==> config.mk <==
export PLATFORM = sky130hd
export DESIGN_NAME = sdr_wb_bist
export DESIGN_NICKNAME = d
export VERILOG_FILES = /design/src/rtl/sdr_bist_pkg.sv /design/src/rtl/sdr_bist_dfifo.sv /design/src/rtl/sdr_wb_bist.sv
export SDC_FILE = /design/constraint.sdc
export NUM_CORES = 1
export LEC_CHECK = 0
export ABC_CLOCK_PERIOD_IN_PS = 4700
export CAP_MARGIN = 20
export CORE_MARGIN = 1.5
export CORE_UTILIZATION = 55
export DETAILED_ROUTE_END_ITERATION = 16
export GPL_ROUTABILITY_DRIVEN = 1
export PLACE_DENSITY = 0.81
export SYNTH_ARGS = -nofsm -noshare
export SYNTH_HDL_FRONTEND = slang
export SYNTH_HIERARCHICAL = 1
export SYNTH_SLANG_ARGS = --single-unit
==> constraint.sdc <==
create_clock -name wb_clk_i -period 4.7 [get_ports wb_clk_i]
set_input_delay 0.47 -clock wb_clk_i [delete_from_list [all_inputs] [get_ports wb_clk_i]]
set_output_delay 0.47 -clock wb_clk_i [all_outputs]
set_load 0.05 [all_outputs]
==> src/rtl/sdr_bist_pkg.sv <==
// Shared types and constants for the SDRAM Wishbone BIST engine.
// Holds the sequencer states, mode encodings, burst CTI codes and the data LFSR.
package sdr_bist_pkg;

   typedef enum logic [2:0] {
      IDLE,
      WR,
      WR_GAP,
      RD,
      RD_GAP,
      FIN
   } state_t;

   localparam logic [1:0] MODE_INTL = 2'b00;
   localparam logic [1:0] MODE_WO   = 2'b01;
   localparam logic [1:0] MODE_RO   = 2'b10;
   localparam logic [1:0] MODE_RSVD = 2'b11;

   localparam logic [2:0] CTI_CLASSIC = 3'b000;
   localparam logic [2:0] CTI_INCR    = 3'b010;
   localparam logic [2:0] CTI_EOB     = 3'b111;

   // Right-shifting Galois form of x^32 + x^22 + x^2 + x + 1
   localparam logic [31:0] LFSR_POLY = 32'h8020_0003;

   function automatic logic [31:0] lfsr_next(input logic [31:0] s);
      return {1'b0, s[31:1]} ^ (s[0] ? LFSR_POLY : 32'h0);
   endfunction

endpackage

==> src/rtl/sdr_bist_dfifo.sv <==
// Burst-descriptor FIFO: records {start address, length} of each written burst
// so the read group can replay the same bursts in order. Head is show-ahead.
module sdr_bist_dfifo #(
   parameter int DEPTH = 4,
   parameter int W     = 38
) (
   input  logic         clk_sys,
   input  logic         rst_b,
   input  logic         push,
   input  logic         pop,
   input  logic [W-1:0] din,
   output logic [W-1:0] dout,
   output logic         full,
   output logic         empty
);

   localparam int PW = $clog2(DEPTH);

   logic [W-1:0] mem [DEPTH];
   logic [PW:0]  wr_ptr;
   logic [PW:0]  rd_ptr;

   always_ff @(posedge clk_sys or negedge rst_b) begin
      if (!rst_b) begin
         wr_ptr <= '0;
         rd_ptr <= '0;
      end else begin
         if (push && !full)  wr_ptr <= wr_ptr + (PW+1)'(1);
         if (pop  && !empty) rd_ptr <= rd_ptr + (PW+1)'(1);
      end
   end

   always_ff @(posedge clk_sys) begin
      if (push && !full) mem[wr_ptr[PW-1:0]] <= din;
   end

   assign dout  = mem[rd_ptr[PW-1:0]];
   assign empty = (wr_ptr == rd_ptr);
   assign full  = (wr_ptr[PW] != rd_ptr[PW]) && (wr_ptr[PW-1:0] == rd_ptr[PW-1:0]);

endmodule

==> src/rtl/sdr_wb_bist.sv <==
// Wishbone burst BIST master: writes LFSR patterns in incrementing bursts and
// reads them back, counting mismatches and capturing the first failing address.
//
// state  | meaning
// IDLE   | waiting for start
// WR     | write burst on the bus
// WR_GAP | one idle cycle after a write burst; picks next burst
// RD     | read burst on the bus, data compared on ack
// RD_GAP | one idle cycle after a read burst; picks next burst
// FIN    | done pulse, then back to IDLE
module sdr_wb_bist
   import sdr_bist_pkg::*;
#(
   parameter int DW    = 32,
   parameter int AW    = 30,
   parameter int DEPTH = 4,
   parameter int BLW   = 8
) (
   input  logic            wb_clk_i,
   input  logic            wb_resetn,
   input  logic            start,
   input  logic [1:0]      cfg_mode,
   input  logic [AW-1:0]   cfg_base_addr,
   input  logic [AW-1:0]   cfg_addr_step,
   input  logic [BLW-1:0]  cfg_burst_len,
   input  logic [15:0]     cfg_num_bursts,
   input  logic [31:0]     cfg_seed,
   output logic            busy,
   output logic            done,
   output logic [15:0]     err_cnt,
   output logic [AW-1:0]   first_err_addr,
   output logic            first_err_vld,
   output logic            wb_cyc_o,
   output logic            wb_stb_o,
   output logic            wb_we_o,
   output logic [AW-1:0]   wb_addr_o,
   output logic [DW-1:0]   wb_dat_o,
   output logic [DW/8-1:0] wb_sel_o,
   output logic [2:0]      wb_cti_o,
   input  logic            wb_ack_i,
   input  logic [DW-1:0]   wb_dat_i
);

   state_t          state, state_nx;
   logic [1:0]      mode;
   logic [AW-1:0]   step, addr, wr_base, rd_base;
   logic [BLW-1:0]  len, cur_len, beat, len_in;
   logic [15:0]     wr_left, rd_left;
   logic [31:0]     wr_lfsr, rd_lfsr, seed_in;
   logic            last_beat, push, pop, full, empty;
   logic [AW+BLW-1:0] fifo_dout;

   assign len_in    = (cfg_burst_len == '0) ? BLW'(1) : cfg_burst_len;
   assign seed_in   = (cfg_seed == 32'h0) ? 32'h1 : cfg_seed;
   assign last_beat = (beat == cur_len - BLW'(1));
   assign push      = (mode == MODE_INTL) && (state == WR) && wb_ack_i && last_beat;
   assign pop       = (mode == MODE_INTL) && (state == RD) && wb_ack_i && last_beat;

   sdr_bist_dfifo #(.DEPTH(DEPTH), .W(AW+BLW)) u_dfifo (
      .clk_sys (wb_clk_i),
      .rst_b   (wb_resetn),
      .push    (push),
      .pop     (pop),
      .din     ({wr_base, cur_len}),
      .dout    (fifo_dout),
      .full    (full),
      .empty   (empty)
   );

   always_ff @(posedge wb_clk_i or negedge wb_resetn) begin
      if (!wb_resetn) state <= IDLE;
      else            state <= state_nx;
   end

   always_comb begin
      state_nx = state;
      case (state)
         IDLE:   if (start) state_nx = (cfg_num_bursts == 16'd0) ? FIN :
                                       (cfg_mode == MODE_RO) ? RD : WR;
         WR:     if (wb_ack_i && last_beat)
                    state_nx = (mode == MODE_WO && wr_left == 16'd1) ? FIN : WR_GAP;
         // a full FIFO or no writes left forces the read group
         WR_GAP: state_nx = (mode == MODE_INTL && (full || wr_left == 16'd0)) ? RD : WR;
         RD:     if (wb_ack_i && last_beat) state_nx = (rd_left == 16'd1) ? FIN : RD_GAP;
         RD_GAP: state_nx = (mode == MODE_INTL && empty) ? WR : RD;
         FIN:    state_nx = IDLE;
         default: state_nx = IDLE;
      endcase
   end

   always_ff @(posedge wb_clk_i or negedge wb_resetn) begin
      if (!wb_resetn) begin
         mode <= MODE_INTL;  step <= '0;    len <= '0;     cur_len <= '0;
         beat <= '0;         addr <= '0;    wr_base <= '0; rd_base <= '0;
         wr_left <= '0;      rd_left <= '0;
         wr_lfsr <= 32'h1;   rd_lfsr <= 32'h1;
         err_cnt <= '0;      first_err_addr <= '0; first_err_vld <= 1'b0;
      end else begin
         case (state)
            IDLE: if (start) begin
               mode    <= (cfg_mode == MODE_RSVD) ? MODE_INTL : cfg_mode;
               step    <= cfg_addr_step;
               len     <= len_in;
               cur_len <= len_in;
               beat    <= '0;
               addr    <= cfg_base_addr;
               wr_base <= cfg_base_addr;
               rd_base <= cfg_base_addr;
               wr_left <= cfg_num_bursts;
               rd_left <= cfg_num_bursts;
               wr_lfsr <= seed_in;
               rd_lfsr <= seed_in;
               err_cnt <= '0;
               first_err_vld <= 1'b0;
            end
            WR: if (wb_ack_i) begin
               wr_lfsr <= lfsr_next(wr_lfsr);
               if (last_beat) begin
                  beat    <= '0;
                  wr_base <= wr_base + step;
                  wr_left <= wr_left - 16'd1;
               end else begin
                  beat <= beat + BLW'(1);
                  addr <= addr + AW'(1);
               end
            end
            RD: if (wb_ack_i) begin
               rd_lfsr <= lfsr_next(rd_lfsr);
               if (wb_dat_i != {(DW/32){rd_lfsr}}) begin
                  if (err_cnt != 16'hFFFF) err_cnt <= err_cnt + 16'd1;
                  if (!first_err_vld) begin
                     first_err_addr <= addr;
                     first_err_vld  <= 1'b1;
                  end
               end
               if (last_beat) begin
                  beat    <= '0;
                  rd_base <= rd_base + step;
                  rd_left <= rd_left - 16'd1;
               end else begin
                  beat <= beat + BLW'(1);
                  addr <= addr + AW'(1);
               end
            end
            WR_GAP, RD_GAP: begin
               if (state_nx == WR) begin
                  addr    <= wr_base;
                  cur_len <= len;
               end else if (mode == MODE_INTL) begin
                  addr    <= fifo_dout[AW+BLW-1:BLW];
                  cur_len <= fifo_dout[BLW-1:0];
               end else begin
                  addr    <= rd_base;
                  cur_len <= len;
               end
            end
            default: ;
         endcase
      end
   end

   assign busy      = (state != IDLE);
   assign done      = (state == FIN);
   assign wb_cyc_o  = (state == WR) || (state == RD);
   assign wb_stb_o  = wb_cyc_o;
   assign wb_we_o   = (state == WR);
   assign wb_addr_o = wb_cyc_o ? addr : '0;
   assign wb_dat_o  = wb_we_o ? {(DW/32){wr_lfsr}} : '0;
   assign wb_sel_o  = {(DW/8){wb_cyc_o}};
   assign wb_cti_o  = !wb_cyc_o ? CTI_CLASSIC : (last_beat ? CTI_EOB : CTI_INCR);

endmodule

==> out/summary.txt, run 1 <==
outcome: complete, no violations
register bit total from synthesis: 450
RSZ-0062 raised after global routing: no
Routed WL: 74490 microns
Global Route met1 Usage: 43.75%
Reg power frac: 45.8%
max frequency: 238.2 MHz
Finished Layout Cells: 3335
Cells after Synth: 2487
Peak VDD IR: 0.3054 mV
Rows: 77
largest net degree at the start of global routing: 121
reg2reg start: cur_len[0]
Most Crowded Layer GR: met2
Final Net Count: 2930
Final setup viols: 0
worst hold stages: 3
DRT antenna net count: 0
CP Launch Type: register
Total GRT Usage: 32.05%
cts bufs inserted: 48
Total Die Area: 45960 sq um
worst reg2reg endpoint: u_dfifo/mem[3][32]
largest family of logic cells by synthesized area: simple AND/OR/NAND/NOR gates
port bufs: 274
Switching Fraction: 25.65%
post-synthesis mux area share: 6.578%
Critical Path AT: 3.73 ns
syn_area_per_cell: 9.882 sq um
NetSw: 2.398 mW
adder-cell share of the synthesized area: 3.778%
max-cap viol count: 0
Top FF cell, synth: dfrtp_1
area delta synth->final: 21.19%
final hold slack: 0.3956 ns
clock-pin slew on the worst setup and hold paths: 0.06 ns
Seq/Total Area, Yosys: 48.93%
xor and xnor area share after synthesis: 4.170%
routed length per instance: 22.34 microns
global-route wire length before repair: 115500 microns
flop-to-flop setup slack: 0.93 ns
H-tree depth: 2
synth warn: 6
commonest cells after routing, fill and taps aside: 367 x nand2_1, 295 x dfrtp_1, 240 x clkdlybuf4s50_1
core area: 44120 sq um
CP endpoint kind: primary output
hold crit path type: input pin to register
Hold Crit Start: cfg_addr_step[9]
TNS Setup: 0 ns
worst-case clock buffer depth: 3
Post-synth EDFFs: 152
drt drc: 0
Die X-Extent: 214.4 microns
Synth area leader: dfrtp_1
Fin. Hold Viols: 0
CP Max Fanout: 9
via count: 21.03k
Gate power share: 10.9%
Clock Latency Late Sink: 0.61 ns
Placed Cells: 3243
Chip Height: 214.4 microns
P_int: 6.950 mW
syn nets: 2714
hold buffers post-CTS: 1
Final Wtd Congestion: 0.9910
Avg Vias per Cell: 6.306
clock sinks: 450
Initial Util: 55.70%
met3 Use GR: 9.532%
met2 Track Usage GR: 49.39%
layout cell share with drive strength beyond 1: 9.041%
number of gates resized after CTS: 0
count of cell types in the netlist: 94
Slew Limit Fails: 0
Crit path required time: 4.23 ns
Synth top area share: 30.14%
# IOs: 275
Synth Area in Compound Gates: 16.52%
drt pass-1 iters: 6
clock root buffer: clkbuf_16
Post-synth ARST share: 66.22%
Layout Skew: 0.02796 ns
number of global-route vias before repair: 20.42k
most common cell after layout, fill and taps aside: nand2_1
Hold EP: step[9]
number of inserted diodes: 0
Worst Tran Pin Value: 1.090 ns
DR iter-0 viols: 2549
CTS tree: done
Synth Area in Simple Gates: 16.57%
initial antenna violation count: 2
remaining global-route overflow: 0
Clk network pwr share: 43.3%
R2R cell count: 12
Setup CP Type: register to primary output
Synth Cell Area: 24580 sq um
postcts setup bufs: 0
Pwr Density: 313.9 nW/um^2
Tmin final: 4.198 ns
Tcrit/Tclk final: 89.31%
DPL Wire Length: 51640 microns
Slew headroom: 27.34%
Static Leak: 12.20 nW
synth top area cells: dfrtp_1 30%, edfxtp_1 19%, nand2_1 5.6%, o21ai_0 4.7%, a21oi_1 4.1%
metal layers:
metal  part of all wire [%]  vias up  wire length [microns]
met5                  0.031        -                     23
li1                       -     9471                      -
met3                     12      145                   9127
met4                    2.9        4                   2173
met1                     40    10153                  29680
met2                     45     1256                  33490
worst max-delay path by stage:
stage                              end  startpoint  slack [ns]
floorplan            u_dfifo/mem[3][0]  cur_len[0]        0.52
global route               wb_cti_o[2]  cur_len[0]        0.29
CTS                        wb_cti_o[2]  cur_len[0]        0.43
detailed placement  u_dfifo/mem[3][13]  cur_len[0]        0.95
finish                     wb_cti_o[2]  cur_len[0]        0.50
global placement     u_dfifo/mem[3][8]  cur_len[0]        1.04
synth_stat cells, drive strengths merged, types with 14 or more instances:
library cell	number
a211oi	14
a21o	14
a21oi	200
a221oi	17
a22oi	15
a31oi	29
and2	65
and3	37
buf	47
clkbuf	95
dfrtp	296
edfxtp	152
ha	71
inv	50
mux2	24
mux2i	49
mux4	38
nand2	369
nand2b	18
nand3	68
nand4	17
nor2	171
nor3	61
nor4	30
o211ai	23
o21a	14
o21ai	237
o22ai	18
o31ai	17
or3	14
xnor2	50
xor2	64
worst max-delay path, stage by stage, from the launching register on:
cell and delay (ns):
dfrtp_1 0.53, inv_1 0.11, ha_1 0.24, and2_1 0.19, o21ai_0 0.18, a21oi_1 0.11, nor4_2 0.67, and3_1 0.31
clkdlybuf4s50_1 0.81
sequential cells by signal (all words and copies together), names as in the netlist:
name / cells
beat: 8
rd_left: 16
addr: 30
u_dfifo/rd_ptr: 3
err_cnt: 16
wr_left: 16
mode: 2
rd_base: 30
first_err_vld: 1
u_dfifo/mem: 152
u_dfifo/wr_ptr: 3
len: 8
wr_base: 30
cur_len: 8
step: 30
wr_lfsr: 32
first_err_addr: 30
state: 3
rd_lfsr: 32
cells by family (layout without fill, tap and decap cells):
| kind of cell | Yosys count | count (layout) |
|---|---|---|
| xor gates and xnor gates | 114 | 114 |
| buffers and inverters | 193 | 449 |
| and+or+nand+nor | 880 | 880 |
| AOI/OAI and AO/OA | 666 | 666 |
| muxes | 111 | 111 |
| adders and majority gates | 73 | 73 |
| DFF | 450 | 450 |
power by group through the flow:
stage	clock network, mW	registers (mW)	logic, mW
finish	4.05	4.28	1.02
CTS	4.09	4.27	1.02
floorplan	0	4.29	0.565
detailed placement	0	4.35	1.01
global route	4.24	4.30	1.08
global placement	0	4.34	0.990
per-stage QoR:
stage          setup WS [ns]  total power, mW  utilization [%]  instance area (sq um)
6_report              0.5024            9.348            67.50                  29780
5_1_grt               0.2915            9.624            67.50                  29780
4_1_cts               0.4337            9.384            67.44                  29760
3_5_place_dp          0.9462            5.357            63.61                  28070
3_3_place_gp           1.042            5.333            63.61                  28070
2_1_floorplan         0.5184            4.857                -                  24580
area by class of cell:
| class | instances | area (sq um) |
|---|---|---|
| clock buffers | 66 | 1359 |
| clock inverters | 24 | 321.6 |
| fillers | 3331 | 14340 |
| inverters | 51 | 191.4 |
| multi-input cells | 1844 | 11780 |
| flip-flops and latches | 450 | 12030 |
| well taps | 592 | 740.7 |
| repair buffers | 308 | 3368 |
Power figures use the tool's default switching activity.
==> run 2: changes to the inputs <==
--- a/config.mk
+++ b/config.mk
@@ -12,6 +12,7 @@
 export DETAILED_ROUTE_END_ITERATION = 16
 export GPL_ROUTABILITY_DRIVEN = 1
 export PLACE_DENSITY = 0.81
+export SLEW_MARGIN = 15
 export SYNTH_ARGS = -nofsm -noshare
 export SYNTH_HDL_FRONTEND = slang
 export SYNTH_HIERARCHICAL = 1
==> constraint.sdc (replaced) <==
create_clock -name wb_clk_i -period 4.7 [get_ports wb_clk_i]
set_input_delay 0.47 -clock wb_clk_i [delete_from_list [all_inputs] [get_ports wb_clk_i]]
set_output_delay 0.47 -clock wb_clk_i [all_outputs]
set_load 0.02 [all_outputs]
==> out/summary.txt, run 2 (same netlist as run 1, synthesis figures left out) <==
outcome: complete, no violations
Setup CP Type: register to primary output
DR iter-0 viols: 2666 (+4.6%)
largest stage delay on the critical path: 0.66 ns (-0.15 ns)
final hold slack: 0.3944 ns (-0.001156 ns)
commonest cells after routing, fill and taps aside: 367 x nand2_1, 295 x dfrtp_1, 273 x clkdlybuf4s50_1
Fin. Hold Viols: 0 (unchanged)
Hold Crit Start: cfg_addr_step[5]
number of global-route vias before repair: 20.76k (+1.7%)
most common cell after layout, fill and taps aside: nand2_1
worst hold stages: 3 (unchanged)
Peak VDD IR: 0.2869 mV (-6.1%)
Layout Skew: 0.01792 ns (-0.01004 ns)
CP Launch Type: register
Hold EP: step[5]
Static Leak: 11.98 nW (-1.8%)
max frequency: 241.7 MHz (+1.5%)
Clock Latency Late Sink: 0.60 ns (about the same)
Total GRT Usage: 32.55% (+0.50 points)
Final setup viols: 0 (unchanged)
number of inserted diodes: 0 (unchanged)
port bufs: 274 (unchanged)
reg2reg start: cur_len[0]
flop-to-flop setup slack: 0.76 ns (-0.17 ns)
via count: 21.09k (+0.29%)
DPL Wire Length: 51930 microns (+0.55%)
Slew headroom: 25.23% (-2.1 points)
Slew Limit Fails: 0 (unchanged)
Most Crowded Layer GR: met2
met2 Track Usage GR: 51.04% (+1.6 points)
hold crit path type: input pin to register
clock sinks: 450 (unchanged)
Total Die Area: 45960 sq um (unchanged)
Tmin final: 4.137 ns (-0.06035 ns)
R2R cell count: 12 (unchanged)
Critical Path AT: 3.67 ns (-0.06 ns)
Tcrit/Tclk final: 88.03% (-1.3 points)
max-cap viol count: 0 (unchanged)
layout cell share with drive strength beyond 1: 7.704% (-1.3 points)
core area: 44120 sq um (unchanged)
critical-path cell list: inv_1 -> ha_1 -> and2_1 -> o21ai_0 -> a21oi_1 -> nor4_2 -> and3_1 -> clkdlybuf4s50_1
CP endpoint kind: primary output
cts bufs inserted: 48 (unchanged)
Worst Tran Pin Value: 1.121 ns (+0.03155 ns)
area delta synth->final: 19.33%
Global Route met1 Usage: 43.13% (-0.62 points)
max FFs per register: 152 (unchanged)
clock root buffer: clkbuf_16
largest net degree at the start of global routing: 110 (-9.1%)
worst reg2reg endpoint: u_dfifo/mem[3][10]
# IOs: 275 (unchanged)
DRT antenna net count: 0 (unchanged)
Final Wtd Congestion: 0.9645 (-2.7%)
Rows: 77 (unchanged)
Pwr Density: 304.2 nW/um^2 (-3.1%)
RSZ-0062 raised after global routing: no
Critical Path Start: cur_len[0]
drt pass-1 iters: 8 (+2)
Routed WL: 75290 microns (+1.1%)
Avg Vias per Cell: 6.332 (+0.42%)
TNS Setup: 0 ns (unchanged)
Chip Height: 214.4 microns (unchanged)
Final Net Count: 2930 (unchanged)
Die X-Extent: 214.4 microns (unchanged)
drt drc: 0 (unchanged)
met3 Use GR: 10.20% (+0.67 points)
number of gates resized after CTS: 0 (unchanged)
clock-pin slew on the worst setup and hold paths: 0.06 ns (about the same)
Initial Util: 55.70% (unchanged)
remaining global-route overflow: 0 (unchanged)
worst-case clock buffer depth: 3 (unchanged)
CP Max Fanout: 9 (unchanged)
slowest CP cell: nor4_2
H-tree depth: 2 (unchanged)
initial antenna violation count: 1 (-1)
Crit path required time: 4.23 ns (about the same)
CTS tree: done
global-route wire length before repair: 117000 microns (+1.3%)
routed length per instance: 22.60 microns (+1.2%)
run 2: changes by cell type in the layout (fill, tap and decap cells not counted), sizes merged:
cell	change
clkbuf	+1
buf	-33
clkdlybuf4s50	+33
bufinv	-4
clkinv	-2
clkinvlp	+1
run 2: report_power, final:
group          switching [mW]  internal (mW)  total (mW)
Sequential              0.171           4.12        4.29
Combinational           0.448          0.414       0.862
Clock                    1.61           2.15        3.77
Total                    2.23           6.69        8.92
run 2: worst max-delay path by stage:
stage | cells after the start | slack, ns | endpoint
2_1_floorplan | 10 | 0.52 | u_dfifo/mem[3][0]
3_3_place_gp | 12 | 1.03 | u_dfifo/mem[3][10]
3_5_place_dp | 12 | 0.87 | u_dfifo/mem[3][11]
4_1_cts | 8 | 0.57 | wb_cti_o[0]
5_1_grt | 8 | 0.45 | wb_cti_o[0]
6_report | 8 | 0.56 | wb_cti_o[0]
run 2: area by class of cell:
class,instances,area [sq um]
flip-flops and latches,450,12030
well taps,592,740.7
clock buffers,67,1333
inverters,51,191.4
fillers,3408,14800
multi-input cells,1844,11780
clock inverters,19,207.7
repair buffers,308,3050
run 2: routing by layer:
metal / routed length [microns] / vias up / part of all wire [%]
met1: 29460 / 10245 / 39
met4: 2299 / 2 / 3.1
met3: 9192 / 187 / 12
met5: 9 / - / 0.012
li1: - / 9454 / -
met2: 34320 / 1203 / 46
run 2: per-stage QoR:
stage               total power [mW]  area [sq um]  cells  utilization, %  setup WS (ns)
finish                         8.921         29330   3331           66.46         0.5627
global route                   9.181         29330   3331           66.46         0.4515
CTS                            8.959         29310   3330           66.42         0.5709
detailed placement             5.211         27760   3243           62.90         0.8683
global placement               5.187         27730   3242           62.84          1.026
floorplan                      4.700         24580   2487               -         0.5184
run 2: worst max-delay path: cells and delay by family (launching register included):
family | cells | cell delay (ns)
compound gates | 2 | 0.35
fa+ha+maj | 1 | 0.25
buf+inv | 2 | 0.74
flops | 1 | 0.54
simple gates | 3 | 1.20
run 2: what timing repair did:
| action | CTS | global route |
|---|---|---|
| hold endpoints to repair | 39 | 0 |
| setup buffers | 0 | 0 |
| hold buffers | 1 | 0 |
